===== src/rtl/trig_ctrl_pkg.sv =====
`default_nettype none
// ============================================================================
//  Module      : trig_ctrl_pkg
//  Description : Shared types and constants for the trig_ctrl camera trigger
//                path (strobe monitor state encoding, counter ceiling,
//                synchronizer default depth, saturating increment helper).
//  Revision    : 1.0  initial release
// ============================================================================
package trig_ctrl_pkg;

    // Default depth of the camera strobe synchronizer.
    localparam int unsigned SYNC_STAGES_DEFAULT = 2;

    // Ceiling for every 32-bit measurement and statistics counter.
    localparam logic [31:0] CNT_MAX = 32'hFFFF_FFFF;

    typedef enum logic [1:0] {
        ST_IDLE        = 2'd0,
        ST_WAIT_STROBE = 2'd1,
        ST_IN_STROBE   = 2'd2
    } strobe_mon_state_t;

    // Increment that sticks at CNT_MAX instead of wrapping.
    function automatic logic [31:0] sat_inc(input logic [31:0] v);
        return (v == CNT_MAX) ? v : v + 32'd1;
    endfunction

endpackage
`default_nettype wire


===== src/rtl/camera_strobe_monitor_if.sv =====
`default_nettype none
// ============================================================================
//  Module      : camera_strobe_monitor_if
//  Description : Signal bundle between the trigger path / register bank and
//                the camera strobe monitor.
//                mon    : view taken by the monitor (inputs in, results out)
//                master : view taken by whoever drives the trigger/strobe
//                         and reads the results
//  Signals     : trig_to_camera, camera_strobe, reg_strobe_timeout[31:0],
//                reg_camera_trig_num[31:0], clear           (to monitor)
//                strobe_latency[31:0], latency_valid, strobe_width[31:0],
//                width_valid, frame_cnt[31:0], miss_cnt[31:0],
//                overlap_cnt[31:0], timeout_err, burst_done, busy
//                                                           (from monitor)
//  Revision    : 1.0  initial release
// ============================================================================
interface camera_strobe_monitor_if;
    logic        trig_to_camera;
    logic        camera_strobe;
    logic [31:0] reg_strobe_timeout;
    logic [31:0] reg_camera_trig_num;
    logic        clear;

    logic [31:0] strobe_latency;
    logic        latency_valid;
    logic [31:0] strobe_width;
    logic        width_valid;
    logic [31:0] frame_cnt;
    logic [31:0] miss_cnt;
    logic [31:0] overlap_cnt;
    logic        timeout_err;
    logic        burst_done;
    logic        busy;

    modport mon (
        input  trig_to_camera, camera_strobe, reg_strobe_timeout,
               reg_camera_trig_num, clear,
        output strobe_latency, latency_valid, strobe_width, width_valid,
               frame_cnt, miss_cnt, overlap_cnt, timeout_err, burst_done, busy
    );

    modport master (
        output trig_to_camera, camera_strobe, reg_strobe_timeout,
               reg_camera_trig_num, clear,
        input  strobe_latency, latency_valid, strobe_width, width_valid,
               frame_cnt, miss_cnt, overlap_cnt, timeout_err, burst_done, busy
    );
endinterface
`default_nettype wire


===== src/rtl/sync_edge_det.sv =====
`default_nettype none
// ============================================================================
//  Module      : sync_edge_det
//  Description : N-flop synchronizer for an asynchronous input followed by
//                rise/fall detection against a one-cycle delayed copy of the
//                synchronized level.
//  Ports       : clk, rst      clock, synchronous active-high reset
//                i_async       asynchronous input pin
//                o_rise        synchronized level went 0->1 this cycle
//                o_fall        synchronized level went 1->0 this cycle
//  Revision    : 1.0  initial release
// ============================================================================
module sync_edge_det #(
    parameter int unsigned STAGES = 2   // must be at least 2
) (
    input  wire logic clk,
    input  wire logic rst,
    input  wire logic i_async,
    output logic      o_rise,
    output logic      o_fall
);

    logic [STAGES-1:0] r_sync;
    logic              r_sync_d;

    always_ff @(posedge clk) begin
        if (rst) begin
            r_sync   <= '0;
            r_sync_d <= 1'b0;
        end else begin
            r_sync   <= {r_sync[STAGES-2:0], i_async};
            r_sync_d <= r_sync[STAGES-1];
        end
    end

    // Edges are decoded from two flops, so they are glitch-free and line up
    // with the clock edge on which the consumer acts.
    assign o_rise = r_sync[STAGES-1] & ~r_sync_d;
    assign o_fall = ~r_sync[STAGES-1] & r_sync_d;

endmodule
`default_nettype wire


===== src/rtl/camera_strobe_monitor.sv =====
`default_nettype none
// ============================================================================
//  Module      : camera_strobe_monitor
//  Description : Receive-side checker for the camera trigger path. Measures
//                trigger-to-strobe latency and strobe width for every
//                trigger, and keeps saturating counts of received frames,
//                missed frames (timeouts + retriggers) and overlaps, plus
//                burst completion.
//  Ports       : clk, rst      clock, synchronous active-high reset
//                bus (mon)     trigger/strobe inputs, register settings,
//                              clear, measurement and statistics outputs
//  Revision    : 1.0  initial release
// ============================================================================
module camera_strobe_monitor
    import trig_ctrl_pkg::*;
#(
    parameter int unsigned SYNC_STAGES = SYNC_STAGES_DEFAULT
) (
    input  wire logic            clk,
    input  wire logic            rst,
    camera_strobe_monitor_if.mon bus
);

    // ---------------------------------------------------------------- edges
    logic r_trig_q;
    logic w_trig_rise;
    logic w_strb_rise;
    logic w_strb_fall;

    assign w_trig_rise = bus.trig_to_camera & ~r_trig_q;

    sync_edge_det #(
        .STAGES (SYNC_STAGES)
    ) u_sync (
        .clk     (clk),
        .rst     (rst),
        .i_async (bus.camera_strobe),
        .o_rise  (w_strb_rise),
        .o_fall  (w_strb_fall)
    );

    // ---------------------------------------------------------------- state
    strobe_mon_state_t r_state;
    strobe_mon_state_t w_state_nxt;

    logic [31:0] r_lat_cnt;
    logic [31:0] r_wid_cnt;
    logic [31:0] r_trig_idx;

    logic [31:0] r_strobe_latency;
    logic        r_latency_valid;
    logic [31:0] r_strobe_width;
    logic        r_width_valid;
    logic [31:0] r_frame_cnt;
    logic [31:0] r_miss_cnt;
    logic [31:0] r_overlap_cnt;
    logic        r_timeout_err;
    logic        r_burst_done;
    logic        r_busy;

    // ------------------------------------------------------ FSM decisions
    logic        w_take;        // accept a new trigger, restart latency
    logic        w_lat_report;  // strobe received
    logic        w_wid_report;  // strobe ended
    logic        w_timeout;     // waited too long for the strobe
    logic        w_retrig;      // new trigger before any strobe
    logic        w_overlap;     // new trigger while strobe still high
    logic        w_resolve;     // current trigger resolved (strobe/timeout)
    logic [31:0] w_trig_num;
    logic        w_burst_last;
    logic [31:0] w_lat_next;

    assign w_trig_num   = (bus.reg_camera_trig_num == 32'd0) ? 32'd1
                                                             : bus.reg_camera_trig_num;
    assign w_burst_last = (r_trig_idx >= w_trig_num);
    assign w_lat_next   = sat_inc(r_lat_cnt);

    always_ff @(posedge clk) begin
        if (rst) begin
            r_state <= ST_IDLE;
        end else begin
            r_state <= w_state_nxt;
        end
    end

    always_comb begin
        w_state_nxt  = r_state;
        w_take       = 1'b0;
        w_lat_report = 1'b0;
        w_wid_report = 1'b0;
        w_timeout    = 1'b0;
        w_retrig     = 1'b0;
        w_overlap    = 1'b0;
        w_resolve    = 1'b0;
        case (r_state)
            ST_IDLE: begin
                if (w_trig_rise) begin
                    w_take      = 1'b1;
                    w_state_nxt = ST_WAIT_STROBE;
                end
            end
            ST_WAIT_STROBE: begin
                // A strobe landing on the timeout cycle wins over the timeout.
                if (w_strb_rise) begin
                    w_lat_report = 1'b1;
                    w_resolve    = 1'b1;
                    w_state_nxt  = ST_IN_STROBE;
                end else if ((bus.reg_strobe_timeout != 32'd0) &&
                             (w_lat_next == bus.reg_strobe_timeout)) begin
                    w_timeout   = 1'b1;
                    w_resolve   = 1'b1;
                    w_state_nxt = ST_IDLE;
                end else if (w_trig_rise) begin
                    w_retrig = 1'b1;
                    w_take   = 1'b1;
                end
            end
            ST_IN_STROBE: begin
                if (w_strb_fall) begin
                    w_wid_report = 1'b1;
                    w_state_nxt  = ST_IDLE;
                    // Width is reported first; a coincident trigger is then
                    // taken normally and is not an overlap.
                    if (w_trig_rise) begin
                        w_take      = 1'b1;
                        w_state_nxt = ST_WAIT_STROBE;
                    end
                end else if (w_trig_rise) begin
                    w_overlap   = 1'b1;
                    w_take      = 1'b1;
                    w_state_nxt = ST_WAIT_STROBE;
                end
            end
            default: w_state_nxt = ST_IDLE;
        endcase
    end

    // -------------------------------------------- measurements and counters
    always_ff @(posedge clk) begin
        if (rst) begin
            r_trig_q         <= 1'b0;
            r_lat_cnt        <= '0;
            r_wid_cnt        <= '0;
            r_trig_idx       <= '0;
            r_strobe_latency <= '0;
            r_latency_valid  <= 1'b0;
            r_strobe_width   <= '0;
            r_width_valid    <= 1'b0;
            r_frame_cnt      <= '0;
            r_miss_cnt       <= '0;
            r_overlap_cnt    <= '0;
            r_timeout_err    <= 1'b0;
            r_burst_done     <= 1'b0;
            r_busy           <= 1'b0;
        end else begin
            r_trig_q <= bus.trig_to_camera;

            if (w_take) begin
                r_lat_cnt <= '0;
            end else if (r_state == ST_WAIT_STROBE) begin
                r_lat_cnt <= w_lat_next;
            end

            // The strobe has already been high for one synchronized cycle
            // when its rise is seen, hence the restart at 1.
            if (w_lat_report) begin
                r_wid_cnt <= 32'd1;
            end else if (r_state == ST_IN_STROBE) begin
                r_wid_cnt <= sat_inc(r_wid_cnt);
            end

            // A retrigger closes out the previous trigger as missed; if that
            // one ended the burst, the new trigger starts the next burst.
            if (w_retrig) begin
                r_trig_idx <= w_burst_last ? 32'd1 : sat_inc(r_trig_idx);
            end else if (w_resolve) begin
                if (w_burst_last) begin
                    r_trig_idx <= '0;
                end
            end else if (w_take) begin
                r_trig_idx <= sat_inc(r_trig_idx);
            end

            r_burst_done    <= (w_resolve | w_retrig) & w_burst_last;
            r_latency_valid <= w_lat_report;
            r_width_valid   <= w_wid_report;
            r_timeout_err   <= w_timeout;
            r_busy          <= (w_state_nxt != ST_IDLE);

            if (w_lat_report) begin
                r_strobe_latency <= w_lat_next;
            end
            if (w_wid_report) begin
                r_strobe_width <= r_wid_cnt;
            end

            // Clear beats a coincident increment.
            if (bus.clear) begin
                r_frame_cnt <= '0;
            end else if (w_lat_report) begin
                r_frame_cnt <= sat_inc(r_frame_cnt);
            end

            if (bus.clear) begin
                r_miss_cnt <= '0;
            end else if (w_timeout | w_retrig) begin
                r_miss_cnt <= sat_inc(r_miss_cnt);
            end

            if (bus.clear) begin
                r_overlap_cnt <= '0;
            end else if (w_overlap) begin
                r_overlap_cnt <= sat_inc(r_overlap_cnt);
            end
        end
    end

    assign bus.strobe_latency = r_strobe_latency;
    assign bus.latency_valid  = r_latency_valid;
    assign bus.strobe_width   = r_strobe_width;
    assign bus.width_valid    = r_width_valid;
    assign bus.frame_cnt      = r_frame_cnt;
    assign bus.miss_cnt       = r_miss_cnt;
    assign bus.overlap_cnt    = r_overlap_cnt;
    assign bus.timeout_err    = r_timeout_err;
    assign bus.burst_done     = r_burst_done;
    assign bus.busy           = r_busy;

endmodule
`default_nettype wire


===== src/flat_wrapper.sv =====
// flat-port wrapper written by rule: the top's interface ports become plain ports
module camera_strobe_monitor_flat import trig_ctrl_pkg::*;
#(
    parameter int unsigned SYNC_STAGES = SYNC_STAGES_DEFAULT
)
  (clk, rst, bus_trig_to_camera, bus_camera_strobe, bus_reg_strobe_timeout, bus_reg_camera_trig_num, bus_clear, bus_strobe_latency, bus_latency_valid, bus_strobe_width, bus_width_valid, bus_frame_cnt, bus_miss_cnt, bus_overlap_cnt, bus_timeout_err, bus_burst_done, bus_busy);
  camera_strobe_monitor_if bus_i ();
  input  wire logic clk;
  input  wire logic rst;
  input wire logic [$bits(bus_i.trig_to_camera)-1:0] bus_trig_to_camera;
  input wire logic [$bits(bus_i.camera_strobe)-1:0] bus_camera_strobe;
  input wire logic [$bits(bus_i.reg_strobe_timeout)-1:0] bus_reg_strobe_timeout;
  input wire logic [$bits(bus_i.reg_camera_trig_num)-1:0] bus_reg_camera_trig_num;
  input wire logic [$bits(bus_i.clear)-1:0] bus_clear;
  output wire logic [$bits(bus_i.strobe_latency)-1:0] bus_strobe_latency;
  output wire logic [$bits(bus_i.latency_valid)-1:0] bus_latency_valid;
  output wire logic [$bits(bus_i.strobe_width)-1:0] bus_strobe_width;
  output wire logic [$bits(bus_i.width_valid)-1:0] bus_width_valid;
  output wire logic [$bits(bus_i.frame_cnt)-1:0] bus_frame_cnt;
  output wire logic [$bits(bus_i.miss_cnt)-1:0] bus_miss_cnt;
  output wire logic [$bits(bus_i.overlap_cnt)-1:0] bus_overlap_cnt;
  output wire logic [$bits(bus_i.timeout_err)-1:0] bus_timeout_err;
  output wire logic [$bits(bus_i.burst_done)-1:0] bus_burst_done;
  output wire logic [$bits(bus_i.busy)-1:0] bus_busy;
  assign bus_i.trig_to_camera = bus_trig_to_camera;
  assign bus_i.camera_strobe = bus_camera_strobe;
  assign bus_i.reg_strobe_timeout = bus_reg_strobe_timeout;
  assign bus_i.reg_camera_trig_num = bus_reg_camera_trig_num;
  assign bus_i.clear = bus_clear;
  assign bus_strobe_latency = bus_i.strobe_latency;
  assign bus_latency_valid = bus_i.latency_valid;
  assign bus_strobe_width = bus_i.strobe_width;
  assign bus_width_valid = bus_i.width_valid;
  assign bus_frame_cnt = bus_i.frame_cnt;
  assign bus_miss_cnt = bus_i.miss_cnt;
  assign bus_overlap_cnt = bus_i.overlap_cnt;
  assign bus_timeout_err = bus_i.timeout_err;
  assign bus_burst_done = bus_i.burst_done;
  assign bus_busy = bus_i.busy;
  camera_strobe_monitor #(.SYNC_STAGES(SYNC_STAGES)) u_core (.clk(clk), .rst(rst), .bus(bus_i));
endmodule

===== config.mk =====
export PLATFORM = sky130hd
export DESIGN_NAME = camera_strobe_monitor_flat
export DESIGN_NICKNAME = d
export VERILOG_FILES = /design/src/rtl/trig_ctrl_pkg.sv /design/src/rtl/camera_strobe_monitor_if.sv /design/src/rtl/sync_edge_det.sv /design/src/rtl/camera_strobe_monitor.sv /design/src/flat_wrapper.sv
export SDC_FILE = /design/constraint.sdc
export NUM_CORES = 1
export LEC_CHECK = 0
export CAP_MARGIN = 20
export CORE_MARGIN = 2
export CORE_UTILIZATION = 35
export DETAILED_ROUTE_END_ITERATION = 10
export DONT_BUFFER_PORTS = 1
export HOLD_SLACK_MARGIN = 0.1
export SLEW_MARGIN = 25
export SYNTH_ARGS = -nofsm -noshare
export SYNTH_HDL_FRONTEND = slang
export SYNTH_SLANG_ARGS = --single-unit

===== constraint.sdc =====
create_clock -name clk -period 13.5 [get_ports clk]
set_input_delay 2.7 -clock clk [delete_from_list [all_inputs] [get_ports clk]]
set_output_delay 2.7 -clock clk [all_outputs]
set_load 0.1 [all_outputs]

==> results of run 1 <==
cell usage after synthesis (38+ instances only):
master | instances | area, um2
nor3_1 | 39 | 195
nand3_1 | 76 | 380
dfxtp_1 | 267 | 5350
clkbuf_1 | 57 | 214
a21oi_1 | 102 | 510
nor2_1 | 265 | 995
xnor2_1 | 109 | 955
inv_1 | 67 | 251
xor2_1 | 97 | 850
nand2_1 | 189 | 709
nor4_1 | 47 | 294
nand4_1 | 69 | 432
ha_1 | 38 | 475
cell families after synthesis:
family | Yosys count
compound gates | 258
xor+xnor | 207
fa+ha+maj | 38
buf+inv | 160
flops | 267
mux | 12
simple gates | 837
cell type report:
cell class	count	area, um2	share of cell area
repair buffers	19	163	0.0103
well taps	525	657	0.0414
multi-input cells	1352	8250	0.520
flip-flops and latches	267	5370	0.339
clock buffers	38	862	0.0543
inverters	68	255	0.0161
clock inverters	20	309	0.0195
routing by layer:
layer / wire [um] / vias to the layer above / share of wire / track usage
met2: 20300 / 376 / 0.46 / 0.332
met4: 1330 / 0 / 0.030 / 0.0668
met3: 3410 / 75 / 0.077 / 0.0546
met5: 0 / - / 0 / 0.00595
met1: 19100 / 6012 / 0.43 / 0.265
li1: - / 6126 / - / -
critical path: stages:
cell and delay, ns:
xor2_1 0.20, o21ai_0 0.21, o311ai_0 0.14, a2111oi_0 0.53
nand4_1 0.16, nor4_1 0.30, nand4_1 0.20, or4_1 0.78
a41oi_4 0.83, nand2b_1 0.12, buf_4 0.27, a311oi_1 0.29
state kept, by name (all words and copies together) (netlist names):
name and flops:
u_core.bus.frame_cnt 32, u_core.bus.miss_cnt 32, u_core.bus.overlap_cnt 32, u_core.bus.strobe_latency 32, u_core.bus.strobe_width 32, u_core.r_lat_cnt 32, u_core.r_trig_idx 32, u_core.r_wid_cnt 32
u_core.r_state 2, u_core.u_sync.r_sync 2, u_core.bus.burst_done 1, u_core.bus.busy 1, u_core.bus.latency_valid 1, u_core.bus.timeout_err 1, u_core.bus.width_valid 1, u_core.r_trig_q 1
u_core.u_sync.r_sync_d 1
final timing paths:
path	startpoint	endpoint	slack [ns]	cells past startpoint
worst max-delay path	bus_reg_strobe_timeout[10]	u_core.r_lat_cnt[24]$_SDFFE_PP0N_	7.21	12
worst min-delay path	u_core.u_sync.r_sync[0]$_SDFF_PP0_	u_core.u_sync.r_sync[1]$_SDFF_PP0_	0.44	1
worst max register to register	u_core.r_lat_cnt[1]$_SDFFE_PP0N_	u_core.r_lat_cnt[24]$_SDFFE_PP0N_	7.30	13
worst min register to register	u_core.u_sync.r_sync[0]$_SDFF_PP0_	u_core.u_sync.r_sync[1]$_SDFF_PP0_	0.44	1
power by group through the flow:
stage	registers, uW	logic, uW	clock network (uW)
floorplan	828	48.4	0
global placement	830	58.4	0
detailed placement	830	59.1	0
CTS	813	59.4	974
global route	813	67.1	1000
finish	813	59.7	947
through the flow:
step	area, um2	util	setup WS [ns]	power (uW)
after global placement	14600	0.367	6.78	888
after detailed placement	14600	0.367	6.77	889
after CTS	15800	0.396	7.34	1850
final	15900	0.398	7.21	1820
after global routing	15900	0.398	6.92	1880
after floorplan	14200	-	7.64	877
==> flow_summary_export.csv, run 1 <==
group,metric,value,unit
cells_and_area,finalNonFillerCells,2289,
worst_setup_path,cp.required,13.97,ns
cells_and_area,n_fill_cell,4063,
yosys,synthSimpleGateAreaFrac,0.287,
drt,ant_nets,0,
cells_and_area,n_antenna_cell,0,
cells_and_area,finalNetCount,1846,
global_routing,grt_pass1_vias,12100,
pwr,pwr-share-comb,0.033,
die,rows,73,
sta,fin_crit_sh,0.466,
clock_tree,cts_root_buffer,"clkbuf_16",
global_routing,grt_pass1_wl,68.7,mm
cells_and_area,final_common_cell,"nor2_1",
clock_tree,cts_tree,"done",
die,initial_core_util,0.357,
drt,route.detailed.drc,0,
hold_path,timing.hold.worst.class,"reg2reg",
yosys,postSynthCellCount,1779,
worst_setup_path,crit_fanout,32,
cells_and_area,mostFrequentLayoutCells,"264 x nor2_1, 244 x dfxtp_1, 189 x nand2_1",
yosys,ys.flop_type,"dfxtp_1",
sta,hold_violations,0,
yosys,yosys_warnings,0,
pwr,intPower,1400,uW
yosys,synth-xor-area-share,0.128,
clock_tree,cts_hold_buf,0,
die,die-area,42300,um2
drt,wl_per_cell,19.3,um
yosys,netlist_area,14200,um2
drt,vias_per_cell,5.50,
sta,max_freq,159,MHz
run,maxCapViolations,0,
worst_setup_path,start_kind,"primary input",
die,die_x,206,um
yosys,ys_ff_latch,267,
cells_and_area,drive_above_1_share,0.0737,
pwr,p_seq_frac,0.447,
worst_setup_path,arrival,6.76,ns
drt,firstDrtPassIters,5,
sta,maxSlewHeadroom,0.252,
yosys,synth.area.mux_share,0.00843,
yosys,synth_nets,1886,
clock_tree,clk_latency,0.58,ns
yosys,synthAdderAreaFrac,0.0334,
global_routing,antenna_found_initial,1,
yosys,synth_compound_area_frac,0.120,
sta,slew_violations,0,
sta,timing.hold.ws,0.445,ns
die,die_h,206,um
clock_tree,cts_resized,0,
yosys,synth.distinct_cells,75,
die,core,39900,um2
clock_tree,cts_buffers,31,
yosys,yosysSeqAreaShare,0.375,
drt,vias,12600,
global_routing,grt_max_degree,97,
pwr,switchingPower,416,uW
pwr,leakage,0.00518,uW
placement,gp_congestion,0.952,
sta,rsz0062_at_grt,"false",
sta,fin_crit,6.29,ns
placement,dp.cells,2230,
clock_tree,post-cts-setup-buffer-count,0,
sta,fin_setup_tns,0,ns
cells_and_area,area_growth,11.4,%
drt,wirelength,44.2,mm
pwr,switching_share,0.229,
clock_tree,cts_buffer_depth,3,
pwr,clkPwrFrac,0.520,
yosys,synth_top_family_by_area,"simple AND/OR/NAND/NOR gates",
die,io_pins,234,
placement,dp_hpwl,33.1,mm
worst_setup_path,cp-end-kind,"flip-flop",
sta,final-setup-viol-count,0,
sta,tightest_slew,1.12,ns
run_status,status,"finished clean",
sta,skew,0.0244,ns
clock_tree,cts.sinks,267,
placement,portBuffers,0,
clock_tree,h-tree-depth,1,
global_routing,grtUsageTotal,0.206,
yosys,avgSynthCellArea,8.01,um2
drt,drt_iter0_drc,1055,
yosys,async_reset_ff_frac,0,
pwr,p_per_area,115,nW/um2
clock_tree,path_clk_slew,0.06,ns
yosys,synth-edff-count,0,
global_routing,grt_overflow,0,
pwr,ir_drop,0.118,mV
worst_setup_path,path_class,"in2reg",
Power figures use the tool's default switching activity.
==> run 2: changes to the inputs <==
==> constraint.sdc (replaced) <==
create_clock -name clk -period 6.1 [get_ports clk]
set_input_delay 1.22 -clock clk [delete_from_list [all_inputs] [get_ports clk]]
set_output_delay 1.22 -clock clk [all_outputs]
set_load 0.1 [all_outputs]
==> flow_summary_export.csv, run 2 (synthesis results as in run 1) <==
group,metric,value,unit
run_status,status,"finished clean",
sta,max_freq,173,MHz
sta,hold_violations,0,
clock_tree,cts_root_buffer,"clkbuf_16",
pwr,leakage,0.00531,uW
clock_tree,cts_buffer_depth,3,
worst_setup_path,cp-end-kind,"flip-flop",
hold_path,hold_start,"u_core.u_sync.r_sync[0]$_SDFF_PP0_",
drt,firstDrtPassIters,5,
clock_tree,h-tree-depth,1,
sta,tightest_slew,1.12,ns
clock_tree,path_clk_slew,0.06,ns
drt,vias,12700,
die,initial_core_util,0.357,
sta,skew,0.0192,ns
clock_tree,cts_buffers,31,
worst_setup_path,crit_slowest_cell,"or4_1",
die,io_pins,234,
cells_and_area,final_common_cell,"nor2_1",
worst_setup_path,r2r_end,"u_core.r_trig_idx[25]$_SDFFE_PP0P_",
die,die-area,42300,um2
worst_setup_path,cp.required,6.58,ns
worst_setup_path,r2r_start,"u_core.r_lat_cnt[2]$_SDFFE_PP0N_",
drt,ant_nets,0,
global_routing,grt_max_degree,97,
sta,fin_setup_tns,0,ns
clock_tree,cts_tree,"done",
drt,route.detailed.drc,0,
hold_path,holdPathStages,1,
cells_and_area,n_fill_cell,4047,
pwr,ir_drop,0.215,mV
sta,final-setup-viol-count,0,
worst_setup_path,reg2regPathDepth,12,
cells_and_area,mostFrequentLayoutCells,"263 x nor2_1, 250 x dfxtp_1, 189 x nand2_1",
placement,dp_hpwl,33.9,mm
hold_path,min_to,"u_core.u_sync.r_sync[1]$_SDFF_PP0_",
die,rows,73,
clock_tree,cts.sinks,267,
hold_path,timing.hold.worst.class,"reg2reg",
cells_and_area,finalNetCount,1879,
worst_setup_path,reg2reg_slack,0.32,ns
worst_setup_path,arrival,6.26,ns
global_routing,grt_pass1_wl,69.0,mm
clock_tree,clk_latency,0.59,ns
die,die_x,206,um
cells_and_area,drive_above_1_share,0.0857,
worst_setup_path,path_class,"reg2reg",
drt,vias_per_cell,5.48,
sta,timing.hold.ws,0.431,ns
worst_setup_path,slowest_delay,0.75,ns
sta,slew_violations,0,
sta,rsz0062_at_grt,"false",
worst_setup_path,crit_path_cell_trace,"nand4_1, nor4_2, nand2_1, nor3_1, mux2i_1, o221ai_1, or3_1, or4_1, a21o_4, a2111oi_4, a21oi_1, o21a_1",
run,maxCapViolations,0,
drt,wl_per_cell,19.5,um
drt,wirelength,45.4,mm
global_routing,antenna_found_initial,2,
placement,portBuffers,0,
global_routing,grt_overflow,0,
die,core,39900,um2
pwr,p_per_area,243,nW/um2
die,die_h,206,um
clock_tree,post-cts-setup-buffer-count,0,
drt,drt_iter0_drc,935,
sta,maxSlewHeadroom,0.256,
global_routing,grt_pass1_vias,12000,
worst_setup_path,crit_fanout,25,
placement,gp_congestion,0.978,
sta,fin_crit_sh,0.948,
global_routing,grtUsageTotal,0.208,
worst_setup_path,start_kind,"flip-flop",
cells_and_area,area_growth,12.6,%
sta,fin_crit,5.78,ns
==> run 2: cell types whose count changed in the layout (fill, tap and decap cells not counted), moves of 3 or more <==
cell	before	now
dfxtp_1	244	250
clkbuf_1	1	5
bufinv_16	7	4
buf_4	18	51
dfxtp_2	23	17
==> run 2: worst max-delay path by stage <==
stage                                          start                                   end  slack (ns)  cells after the start
floorplan                bus_reg_camera_trig_num[24]    u_core.r_trig_idx[15]$_SDFFE_PP0P_        1.72                     17
global placement    u_core.r_lat_cnt[2]$_SDFFE_PP0N_  u_core.bus.miss_cnt[31]$_SDFFE_PP0P_        0.17                     13
detailed placement  u_core.r_lat_cnt[2]$_SDFFE_PP0N_    u_core.r_trig_idx[25]$_SDFFE_PP0P_        0.21                     12
CTS                 u_core.r_lat_cnt[2]$_SDFFE_PP0N_    u_core.r_trig_idx[25]$_SDFFE_PP0P_        0.19                     12
global route        u_core.r_lat_cnt[2]$_SDFFE_PP0N_    u_core.r_trig_idx[25]$_SDFFE_PP0P_        0.13                     12
finish              u_core.r_lat_cnt[2]$_SDFFE_PP0N_    u_core.r_trig_idx[25]$_SDFFE_PP0P_        0.32                     12
==> run 2: cell type report <==
cell class              count  area [um2]  share of cell area
diodes                      2        5.00            0.000312
flip-flops and latches    267        5370               0.334
repair buffers             52         410              0.0256
well taps                 525         657              0.0409
clock inverters            13         190              0.0119
multi-input cells        1352        8260               0.515
clock buffers              44         905              0.0564
inverters                  68         255              0.0159
==> run 2: critical path, delay by kind of cell (launching register included) <==
family	cells	cell delay, ns
AND/OR/NAND/NOR	6	2.81
multiplexers	1	0.61
flip-flops	1	0.69
AO/OA/AOI/OAI	5	1.54
==> run 2: routing by layer <==
metal  vias to the layer above  global-route usage  share of wire
met5                         -             0.00119              0
met4                         0              0.0735          0.035
met3                       101              0.0564          0.089
met2                       422               0.326           0.44
met1                      5990               0.273           0.43
li1                       6218                   -              -
==> run 2: per-stage QoR <==
step | instance area, um2 | power (uW) | setup slack, ns | utilization | std cells
2_1_floorplan | 14200 | 1940 | 1.72 | - | 1779
3_3_place_gp | 14900 | 1970 | 0.171 | 0.373 | 2263
3_5_place_dp | 14900 | 1970 | 0.208 | 0.373 | 2263
4_1_cts | 16000 | 3950 | 0.194 | 0.400 | 2320
5_1_grt | 16000 | 4040 | 0.129 | 0.402 | 2322
6_report | 16000 | 3910 | 0.317 | 0.402 | 2323
==> run 2: report_power, final <==
part	internal [uW]	switching (uW)	leakage, uW
Clock	1200	767	0.000540
Sequential	1750	46.0	0.00216
Combinational	48.1	90.0	0.00261
Total	3000	903	0.00531
==> run 2: timing repair <==
item	in CTS	in global routing
hold buffers	0	0
endpoints found under the setup margin	0	22
resized for setup	0	1
